**src/rtl/uart_rx_memory_writer.sv**
```systemverilog
// UART 8N1 receiver that packs bytes LSB-byte-first into words and writes them to a circular buffer.
// Optional UART_RX_PARITY_EN selects 8E1 framing and adds parity_error_out.
module uart_rx_memory_writer #(
  parameter int unsigned CLKS_PER_BIT  = 434,
  parameter int unsigned DATA_WIDTH    = 16,
  parameter int unsigned ADDRESS_WIDTH = 5
) (
  input  logic                     clock_in,
  input  logic                     reset_in,
  input  logic                     enable_in,
  input  logic                     rx_in,
  output logic                     memory_wr_out,
  output logic [ADDRESS_WIDTH-1:0] write_address_out,
  output logic [DATA_WIDTH-1:0]    data_out,
  output logic                     byte_valid_out,
  output logic                     framing_error_out
`ifdef UART_RX_PARITY_EN
  ,
  output logic                     parity_error_out
`endif
);

  localparam int unsigned CNT_W = $clog2(CLKS_PER_BIT);
  localparam int unsigned BYTES = DATA_WIDTH / 8;
  localparam int unsigned BC_W  = (BYTES > 1) ? $clog2(BYTES) : 1;
  localparam logic [CNT_W-1:0] BIT_LAST  = CNT_W'(CLKS_PER_BIT - 1);
  localparam logic [CNT_W-1:0] HALF_LAST = CNT_W'(CLKS_PER_BIT / 2 - 1);
  localparam logic [BC_W-1:0]  BC_LAST   = BC_W'(BYTES - 1);

`ifdef UART_RX_PARITY_EN
  typedef enum logic [2:0] {
    S_IDLE = 3'd0, S_START = 3'd1, S_DATA = 3'd2, S_PARITY = 3'd3, S_STOP = 3'd4, S_WRITE = 3'd5
  } state_e;
`else
  typedef enum logic [2:0] {
    S_IDLE = 3'd0, S_START = 3'd1, S_DATA = 3'd2, S_STOP = 3'd3, S_WRITE = 3'd4
  } state_e;
`endif

  state_e                   state_q, state_d;
  logic                     rx_meta_q, rx_sync_q, rx_prev_q;
  logic [CNT_W-1:0]         cnt_q, cnt_d;
  logic [2:0]               bit_idx_q, bit_idx_d;
  logic [7:0]               shift_q, shift_d;
  logic [DATA_WIDTH-1:0]    word_q, word_d;
  logic [BC_W-1:0]          byte_cnt_q, byte_cnt_d;
  logic [ADDRESS_WIDTH-1:0] ptr_q, ptr_d;
  logic [ADDRESS_WIDTH-1:0] addr_q, addr_d;
  logic [DATA_WIDTH-1:0]    data_q, data_d;
  logic                     wr_q, wr_d;
  logic                     byte_valid_q, byte_valid_d;
  logic                     ferr_q, ferr_d;
  logic                     bit_done;
`ifdef UART_RX_PARITY_EN
  logic                     par_bad_q, par_bad_d;
  logic                     perr_q, perr_d;
`endif

  assign bit_done = (cnt_q == BIT_LAST);

  // Synchronizer; rx_prev_q gives the falling-edge reference for start detection.
  always_ff @(posedge clock_in or posedge reset_in) begin
    if (reset_in) begin
      rx_meta_q <= 1'b1;
      rx_sync_q <= 1'b1;
      rx_prev_q <= 1'b1;
    end else begin
      rx_meta_q <= rx_in;
      rx_sync_q <= rx_meta_q;
      rx_prev_q <= rx_sync_q;
    end
  end

  always_ff @(posedge clock_in or posedge reset_in) begin
    if (reset_in) begin
      state_q      <= S_IDLE;
      cnt_q        <= '0;
      bit_idx_q    <= '0;
      shift_q      <= '0;
      word_q       <= '0;
      byte_cnt_q   <= '0;
      ptr_q        <= '0;
      addr_q       <= '0;
      data_q       <= '0;
      wr_q         <= 1'b0;
      byte_valid_q <= 1'b0;
      ferr_q       <= 1'b0;
`ifdef UART_RX_PARITY_EN
      par_bad_q    <= 1'b0;
      perr_q       <= 1'b0;
`endif
    end else begin
      state_q      <= state_d;
      cnt_q        <= cnt_d;
      bit_idx_q    <= bit_idx_d;
      shift_q      <= shift_d;
      word_q       <= word_d;
      byte_cnt_q   <= byte_cnt_d;
      ptr_q        <= ptr_d;
      addr_q       <= addr_d;
      data_q       <= data_d;
      wr_q         <= wr_d;
      byte_valid_q <= byte_valid_d;
      ferr_q       <= ferr_d;
`ifdef UART_RX_PARITY_EN
      par_bad_q    <= par_bad_d;
      perr_q       <= perr_d;
`endif
    end
  end

  // Frame FSM; every sample point after START lands at mid-bit.
  always_comb begin
    state_d      = state_q;
    cnt_d        = cnt_q;
    bit_idx_d    = bit_idx_q;
    shift_d      = shift_q;
    word_d       = word_q;
    byte_cnt_d   = byte_cnt_q;
    ptr_d        = ptr_q;
    addr_d       = addr_q;
    data_d       = data_q;
    wr_d         = 1'b0;
    byte_valid_d = 1'b0;
    ferr_d       = 1'b0;
`ifdef UART_RX_PARITY_EN
    par_bad_d    = par_bad_q;
    perr_d       = 1'b0;
`endif
    case (state_q)
      S_IDLE: begin
        if (enable_in && rx_prev_q && !rx_sync_q) begin
          state_d = S_START;
          cnt_d   = '0;
        end
      end
      S_START: begin
        if (cnt_q == HALF_LAST) begin
          cnt_d     = '0;
          bit_idx_d = '0;
          state_d   = rx_sync_q ? S_IDLE : S_DATA;
        end else begin
          cnt_d = cnt_q + CNT_W'(1);
        end
      end
      S_DATA: begin
        if (bit_done) begin
          cnt_d     = '0;
          shift_d   = {rx_sync_q, shift_q[7:1]};
          bit_idx_d = bit_idx_q + 3'd1;
`ifdef UART_RX_PARITY_EN
          if (bit_idx_q == 3'd7) state_d = S_PARITY;
`else
          if (bit_idx_q == 3'd7) state_d = S_STOP;
`endif
        end else begin
          cnt_d = cnt_q + CNT_W'(1);
        end
      end
`ifdef UART_RX_PARITY_EN
      S_PARITY: begin
        if (bit_done) begin
          cnt_d     = '0;
          par_bad_d = (^shift_q) != rx_sync_q;
          state_d   = S_STOP;
        end else begin
          cnt_d = cnt_q + CNT_W'(1);
        end
      end
`endif
      S_STOP: begin
        if (bit_done) begin
          cnt_d   = '0;
          state_d = S_IDLE;
          if (!rx_sync_q) begin
            ferr_d = 1'b1;
          end
`ifdef UART_RX_PARITY_EN
          else if (par_bad_q) begin
            perr_d = 1'b1;
          end
`endif
          else begin
            byte_valid_d = 1'b1;
            for (int unsigned l = 0; l < BYTES; l++) begin
              if (byte_cnt_q == BC_W'(l)) word_d[l*8 +: 8] = shift_q;
            end
            if (byte_cnt_q == BC_LAST) begin
              wr_d    = 1'b1;
              addr_d  = ptr_q;
              data_d  = word_d;
              state_d = S_WRITE;
            end else begin
              byte_cnt_d = byte_cnt_q + BC_W'(1);
            end
          end
        end else begin
          cnt_d = cnt_q + CNT_W'(1);
        end
      end
      S_WRITE: begin
        ptr_d      = ptr_q + ADDRESS_WIDTH'(1);
        byte_cnt_d = '0;
        state_d    = S_IDLE;
      end
      default: state_d = S_IDLE;
    endcase
  end

  assign memory_wr_out     = wr_q;
  assign write_address_out = addr_q;
  assign data_out          = data_q;
  assign byte_valid_out    = byte_valid_q;
  assign framing_error_out = ferr_q;
`ifdef UART_RX_PARITY_EN
  assign parity_error_out  = perr_q;
`endif

endmodule

```
**config.mk**
```make
export PLATFORM = sky130hd
export DESIGN_NAME = uart_rx_memory_writer
export DESIGN_NICKNAME = d
export VERILOG_FILES = /design/src/rtl/uart_rx_memory_writer.sv
export SDC_FILE = /design/constraint.sdc
export NUM_CORES = 1
export LEC_CHECK = 0
export CORE_ASPECT_RATIO = 0.75
export CORE_MARGIN = 3
export CORE_UTILIZATION = 50
export DETAILED_ROUTE_END_ITERATION = 10
export PLACE_DENSITY = 0.82
export SLEW_MARGIN = 20
export SYNTH_ARGS = -nofsm -noshare
export SYNTH_HDL_FRONTEND = slang
export SYNTH_SLANG_ARGS = --single-unit
```
**constraint.sdc**
```tcl
create_clock -name clock_in -period 2.05 [get_ports clock_in]
set_clock_uncertainty 0.15 [all_clocks]
set_input_delay 0.5125 -clock clock_in [delete_from_list [all_inputs] [get_ports clock_in]]
set_output_delay 0.5125 -clock clock_in [all_outputs]
set_load 0.02 [all_outputs]
```
==> metrics, run 1 <==
crit end category=primary output; share of cells above drive strength 1=34.6%; IO Count=28; GRT busiest layer=met2; Post-CTS Setup Inserts=0; CP Launch Type=flop; area leader, netlist=dfrtp_1; crit-path max FO=2; Placed Cells=319; synth top area cells=dfrtp_1 54%, mux2_4 11%, mux2_2 7.1%; Final min period=2.01 ns; area delta synth->final=24.4%; switching share of power=22.7%; first-pass GRT wire length=9.13 mm; number of library cell types mapped by synthesis=41; Die ar.=6620 um2; Clock Latency Late Sink=0.34 ns; leak pwr=1.77 nW; GR Util met2=27.3%; vias in the first global route=1769; Slew Limit Fails=0; syn nets=216; initial core utilization=52.4%; Root Driver=clkbuf_8; Slew HR=74.8%; worst slew pin tran=0.377 ns; Layout Cells excl Fill=335; Total GRT Usage=18.5%; slowest CP cell=clkdlybuf4s50_1; Final GP Congestion=0.884; FF+latch count, synth=64; final instance area=3530 um2; aggregate global routing overflow=0; most frequent cell after synthesis=dfrtp_1; post-cts hold buffer count=0; DRC viols=0; Avg Cell Area, Syn=13.8 um2; final worst-path cycle share=97.8%; DR pass1 iterations=4; setup ws final=0.0447 ns; Worst path max stage delay=0.62 ns; Sw Pwr=0.559 mW; Hold Path Origin=rx_meta_q; H-tree depth=3; Final #Nets=266; DRT iter0 DRCs=105; Top delay family on crit path=buffers and inverters; initial antenna violation count=0; HP Class=reg2reg; Clock Path Buffers=2; maximum clock frequency=499 MHz; FFs w/ async S/R, synth=100%; sequential share of power=52.4%; register area share after synthesis=56.6%; peak supply drop=450 uV; cells after synthesis=206; worst path cell trace=clkdlybuf4s50_1; routed wire length=5.50 mm; met1 GRT Util=25.2%; crit path from=data_out[14]; CTS tree=yes; hpwl dp=3.88 mm; Setup Viol. Count Final=0; Crit Path Class=reg2out; EDFF count, synth=0; number of hold violations in the final report=0; Required @ worst endpoint=1.39 ns; routed wire length per instance=16.4 um; Pwr Density=699 nW/um2; Post-synth top flop=dfrtp_1; drt via density=5.25; RSZ-0062 raised after global routing=no; I/O Buffers=27; crit path DAT=1.34 ns; chip height=71.2 um; Core Area=5410 um2; Post-synth top cells=61 x dfrtp_1, 21 x mux2_4, 18 x mux2_2; area fraction of the dominant cell type after synthesis=53.8%; post-route antenna net violation count=0; Clk network pwr share=41.7%; Ys Warns=0; Horiz. Die Dim=93.0 um; combinational share of power=5.9%; clock sinks=64; vias post-DR=1758; status=finished, final reports clean; Internal Pwr Total=1.91 mW; Synth Cell Area=2840 um2; dpl ws=-0.00301 ns; DP Area=3310 um2; Buf/Inv on CP=1; Reg-to-Reg Start=cnt_q[1]; number of CTS-inserted buffers=9; ant diodes=0; largest net degree at the start of global routing=28; Worst-path clk slew=0.07 ns; number of placement rows=23; met3 GRT Util=5.67%; max_cap viols=0
worst paths after layout:
path	to	slack, ns	cells after the start
max in group asynchronous	rx_prev_q	0.86	3
hold / removal	rx_sync_q	0.21	0
setup / recovery	data_out[14]	0.04	1
hold reg to reg	rx_sync_q	0.21	0
min in group asynchronous	data_out[10]	0.37	2
setup reg to reg	state_q[0]	0.09	7
metrics by stage:
stage	setup TNS, ns	power (mW)	hold slack [ns]	utilization, %
2_1_floorplan	0	1.39	0.195	-
3_3_place_gp	0	1.45	0.196	61.1
3_5_place_dp	-0.00322	1.46	0.199	61.1
4_1_cts	0	2.49	0.207	64.7
5_1_grt	0	2.56	0.212	65.2
6_report	0	2.47	0.206	65.2
power groups by stage:
stage | registers [mW] | logic [mW] | clock network, mW
3_5_place_dp | 1.32 | 0.143 | 0
4_1_cts | 1.29 | 0.145 | 1.05
6_report | 1.29 | 0.144 | 1.03
3_3_place_gp | 1.31 | 0.140 | 0
2_1_floorplan | 1.31 | 0.0806 | 0
5_1_grt | 1.29 | 0.162 | 1.10
kinds of logic after synthesis:
family                     Yosys count  share of synthesized area [%]
buffers and inverters               14                           3.04
DFF                                 64                           56.6
adders and majority gates            6                           2.65
muxes                               43                           19.7
xor gates and xnor gates             5                           1.54
AOI/OAI and AO/OA                   21                           5.12
and+or+nand+nor                     53                           11.4
area by class of cell:
class | count | area (um2)
Fill cell | 400 | 1880
Clock buffer | 13 | 179
Clock inverter | 2 | 12.5
Inverter | 6 | 26.3
Sequential cell | 64 | 1610
Tap cell | 75 | 93.8
Multi-Input combinational cell | 129 | 1170
Timing Repair Buffer | 46 | 443
what timing repair did:
item | CTS | global route
cloned | 0 | 1
setup endpoints to repair | 2 | 32
gates resized for setup | 1 | 6
pin swaps | 1 | 1
cells in the final DEF (no fill, tap or decap), types with 3 or more instances in the layout:
cell             synthesis  layout
a21oi_1                  4       3
and3_1                   4       4
buf_4                    0      16
clkbuf_8                 0      13
clkdlybuf4s50_1          0      25
dfrtp_1                 61      61
dfstp_2                  3       3
ha_1                     6       6
inv_1                    6       5
mux2_2                  18      18
mux2_4                  21      21
mux2i_1                  4       4
nand2_1                 13      13
nand3_1                  3       3
nand4_1                  4       4
nor2_1                   6       6
nor3_1                   8       8
o21ai_0                  3       3
xnor2_1                  5       5
registers in the layout, summed over array words and instances, names as in the netlist, 3 cells and up:
register,count
data_out,16
cnt_q,9
shift_q,8
word_q,8
ptr_q,5
write_address_out,5
bit_idx_q,3
state_q,3
metal layers:
layer	vias up	part of all wire (%)
met2	47	46
met3	16	4.0
met4	0	2.3
met1	857	47
met5	-	0
li1	838	-
No activity file was read; power rests on OpenSTA's default activity.
==> run 2: changes to the inputs <==
- CAP_MARGIN: not set -> 40
- PLACE_DENSITY: 0.82 -> not set
- PLACE_DENSITY_LB_ADDON: not set -> 0.05
- SKIP_LAST_GASP: not set -> 1
==> metrics, run 2 (same netlist as run 1, synthesis figures left out) <==
vias post-DR=1774 (+0.91%); Final GP Congestion=0.823 (-6.9%); crit-path max FO=2 (unchanged); vias in the first global route=1834 (+3.7%); slowest CP cell=clkdlybuf4s50_1; aggregate global routing overflow=0 (unchanged); chip height=71.2 um (unchanged); DR pass1 iterations=4 (unchanged); Slew HR=73.3% (-1.5 points); final worst-path cycle share=96.1% (-1.7 points); post-cts hold buffer count=0 (unchanged); Slew Limit Fails=0 (unchanged); Crit Path Class=reg2out; area delta synth->final=21.5%; Top delay family on crit path=buffers and inverters; RSZ-0062 raised after global routing=yes; Clock Latency Late Sink=0.33 ns (about the same); HP Class=reg2reg; initial antenna violation count=0 (unchanged); initial core utilization=52.4% (unchanged); Required @ worst endpoint=1.39 ns (about the same); largest net degree at the start of global routing=65 (+130%); number of CTS-inserted buffers=9 (unchanged); maximum clock frequency=508 MHz (+1.8%); drt via density=5.36 (+2.1%); Die ar.=6620 um2 (unchanged); Setup Viol. Count Final=0 (unchanged); DRC viols=0 (unchanged); Worst path max stage delay=0.61 ns (about the same); share of cells above drive strength 1=32.8% (-1.8 points); first-pass GRT wire length=8.90 mm (-2.5%); leak pwr=1.72 nW (-2.6%); crit end category=primary output; number of placement rows=23 (unchanged); Buf/Inv on CP=1 (unchanged); max_cap viols=0 (unchanged); Worst-path clk slew=0.07 ns (about the same); dpl ws=-0.0320 ns (-0.0290 ns); crit path DAT=1.31 ns (-0.03 ns); commonest non-fill, non-tap cell in the layout=dfrtp_1; max reg flops=16 (unchanged); clock sinks=64 (unchanged); status=finished, final reports clean; DRT iter0 DRCs=53 (-50%); Root Driver=clkbuf_8; post-CTS sizing=0 (-1); Final #Nets=262 (-1.5%); Clock Path Buffers=2 (unchanged); number of hold violations in the final report=0 (unchanged); routed wire length per instance=15.6 um (-5.1%); IO Count=28 (unchanged); most frequent cells in the layout=61 x dfrtp_1, 26 x clkdlybuf4s50_1, 21 x mux2_4; CP Launch Type=flop; Pwr Density=673 nW/um2 (-3.7%); I/O Buffers=27 (unchanged); ant diodes=0 (unchanged); Core Area=5410 um2 (unchanged); peak supply drop=411 uV (-8.8%); worst path cell trace=clkdlybuf4s50_1; setup ws final=0.0797 ns (+0.0350 ns); Final min period=1.97 ns (-0.0350 ns); routed wire length=5.16 mm (-6.2%); Horiz. Die Dim=93.0 um (unchanged); Post-CTS Setup Inserts=0 (unchanged); post-route antenna net violation count=0 (unchanged); Total GRT Usage=17.4% (-1.1 points); Final Core Density=63.7% (-1.5 points); worst slew pin tran=0.396 ns (+0.0190 ns); fillers=431 (+7.8%); hpwl dp=3.58 mm (-7.7%); H-tree depth=3 (unchanged); CTS tree=yes
run 2: worst reg2reg max path, stage by stage (launching register included):
cell and delay [ns]:
dfrtp_1 0.39, inv_1 0.09, ha_1 0.16, and4bb_2 0.28
nand2_4 0.09, buf_4 0.17, a21oi_2 0.18, mux2_2 0.35
run 2: stage by stage:
stage | TNS, ns | instance area [um2] | std cells | total power [mW] | hold WS (ns)
5_1_grt | -0.0457 | 3450 | 331 | 2.44 | 0.216
4_1_cts | 0 | 3430 | 330 | 2.35 | 0.209
2_1_floorplan | 0 | 2840 | 206 | 1.39 | 0.195
3_3_place_gp | -0.00264 | 3270 | 315 | 1.45 | 0.199
3_5_place_dp | -0.120 | 3270 | 315 | 1.45 | 0.200
6_report | 0 | 3450 | 331 | 2.32 | 0.207
run 2: per-layer routing:
metal / global-route usage, % / part of all wire, %
met2: 27.3 / 47
met4: 5.85 / 0.85
met5: 0 / 0
met3: 5.67 / 5.6
met1: 23.1 / 46
run 2: cell type report:
cell class                 count  area (um2)  area share, %
sequential                    64        1610           46.6
multi-input combinational    129        1160           33.6
timing repair buffer          42         402           11.7
clock buffer                  10         128           3.70
tap                           75        93.8           2.72
clock inverter                 5        35.0           1.02
inverter                       6        26.3          0.762
run 2: worst paths after layout:
| check | start | endpoint | slack (ns) | depth (start not counted) |
|---|---|---|---|---|
| max reg2reg | cnt_q[1] | state_q[0] | 0.09 | 7 |
| min in group asynchronous | reset_in | data_out[1] | 0.46 | 3 |
| min | rx_meta_q | rx_sync_q | 0.21 | 0 |
| max in group asynchronous | reset_in | rx_prev_q | 0.97 | 3 |
| max | data_out[2] | data_out[2] | 0.08 | 1 |
| min reg2reg | rx_meta_q | rx_sync_q | 0.21 | 0 |
run 2: power by group:
part / internal (mW) / switching, mW
sequential: 1.28 / 0.0130
clock: 0.431 / 0.456
combinational: 0.0588 / 0.0789
total: 1.77 / 0.548
==> run 3: changes to the inputs <==
- MAX_ROUTING_LAYER: not set -> met4
==> metrics, run 3 (same netlist as run 1, synthesis figures left out) <==
DRT iter0 DRCs=50 (-5.7%); Final #Nets=262 (unchanged); initial antenna violation count=0 (unchanged); Final min period=1.97 ns (+0.000229 ns); IO Count=28 (unchanged); post-route antenna net violation count=0 (unchanged); H-tree depth=3 (unchanged); setup ws final=0.0794 ns (-0.000230 ns); Worst path max stage delay=0.61 ns (about the same); aggregate global routing overflow=0 (unchanged); max reg flops=16 (unchanged); number of placement rows=23 (unchanged); number of CTS-inserted buffers=9 (unchanged); vias post-DR=1778 (+0.23%); DRC viols=0 (unchanged); area delta synth->final=21.5% (unchanged); CTS tree=yes; Horiz. Die Dim=93.0 um (unchanged); leak pwr=1.72 nW (unchanged); routed wire length=5.16 mm (unchanged); dpl ws=-0.0320 ns (unchanged); Slew Limit Fails=0 (unchanged); peak supply drop=411 uV (about the same); routed wire length per instance=15.6 um (unchanged); vias in the first global route=1834 (unchanged); Root Driver=clkbuf_8; DR pass1 iterations=4 (unchanged); RSZ-0062 raised after global routing=yes; most frequent cells in the layout=61 x dfrtp_1, 26 x clkdlybuf4s50_1, 21 x mux2_4; Worst path depth=1 (unchanged); HP Class=reg2reg; Crit Path Class=reg2out; status=finished, final reports clean; worst path cell trace=clkdlybuf4s50_1; final worst-path cycle share=96.1% (about the same); max_cap viols=0 (unchanged); largest net degree at the start of global routing=65 (unchanged); Required @ worst endpoint=1.39 ns (about the same); crit end category=primary output; Core Area=5410 um2 (unchanged); Pwr Density=673 nW/um2 (about the same); number of hold violations in the final report=0 (unchanged); Layout Cells excl Fill=331 (unchanged); Buf/Inv on CP=1 (unchanged); commonest non-fill, non-tap cell in the layout=dfrtp_1; Worst Reg-to-Reg Cells=7 (unchanged); Placed Cells=315 (unchanged); worst hold slack=0.207 ns (+0.00000100 ns); clock sinks=64 (unchanged); Worst-path clk slew=0.07 ns (about the same); share of cells above drive strength 1=32.8% (unchanged); post-cts hold buffer count=0 (unchanged); maximum clock frequency=507 MHz (about the same); worst slew pin tran=0.396 ns (+0.0000225 ns); drt via density=5.37 (+0.23%); ant diodes=0 (unchanged); worst hold path depth=0 (unchanged); Die ar.=6620 um2 (unchanged); Top delay family on crit path=buffers and inverters; Total GRT Usage=17.9% (+0.54 points); hpwl dp=3.58 mm (unchanged); initial core utilization=52.4% (unchanged); I/O Buffers=27 (unchanged); crit path DAT=1.31 ns (about the same); Slew HR=73.3% (about the same); Final GP Congestion=0.835 (+1.5%); slowest CP cell=clkdlybuf4s50_1; CP Launch Type=flop; Clock Path Buffers=2 (unchanged); crit-path max FO=2 (unchanged); Clock Latency Late Sink=0.33 ns (about the same); Setup Viol. Count Final=0 (unchanged); first-pass GRT wire length=8.90 mm (unchanged); chip height=71.2 um (unchanged)
==> run 3: cell counts in the layout (fill, tap and decap cells not counted) <==
No cell type changed its count.
==> run 3: repair_timing <==
item	4_1_cts	5_1_grt
buffers inserted	0	0
gates resized for setup	0	4
setup endpoints to repair	0	26
==> run 3: final timing paths <==
| path | start | endpoint | slack, ns |
|---|---|---|---|
| worst max-delay path | data_out[2] | data_out[2] | 0.08 |
| worst min-delay path | rx_meta_q | rx_sync_q | 0.21 |
| worst max register to register | cnt_q[1] | state_q[0] | 0.09 |
| worst min register to register | rx_meta_q | rx_sync_q | 0.21 |
| max in group asynchronous | reset_in | rx_prev_q | 0.96 |
| min in group asynchronous | reset_in | data_out[1] | 0.46 |
==> run 3: area by class of cell <==
type	count	area, um2
clock buffers	10	128
clock inverters	5	35.0
fillers	431	1960
inverters	6	26.3
multi-input cells	129	1160
flip-flops and latches	64	1610
well taps	75	93.8
repair buffers	42	402
==> run 3: stage by stage <==
step | total power, mW | TNS, ns | util, % | cell area, um2
finish | 2.32 | 0 | 63.7 | 3450
global route | 2.44 | -0.0457 | 63.7 | 3450
CTS | 2.35 | 0 | 63.4 | 3430
detailed placement | 1.45 | -0.120 | 60.4 | 3270
global placement | 1.45 | -0.00264 | 60.4 | 3270
floorplan | 1.39 | 0 | - | 2840
==> run 3: power breakdown <==
group | total [mW] | switching [mW] | internal (mW)
combinational | 0.138 | 0.0794 | 0.0588
clock | 0.887 | 0.456 | 0.431
sequential | 1.29 | 0.0130 | 1.28
total | 2.32 | 0.549 | 1.77
==> run 3: routing by layer <==
metal / up-vias / global-route usage, % / part of all wire, %
met5: - / - / 0
met4: 0 / 5.85 / 0.85
met3: 6 / 5.67 / 6.3
met2: 55 / 27.3 / 47
met1: 882 / 23.1 / 46
li1: 835 / - / -
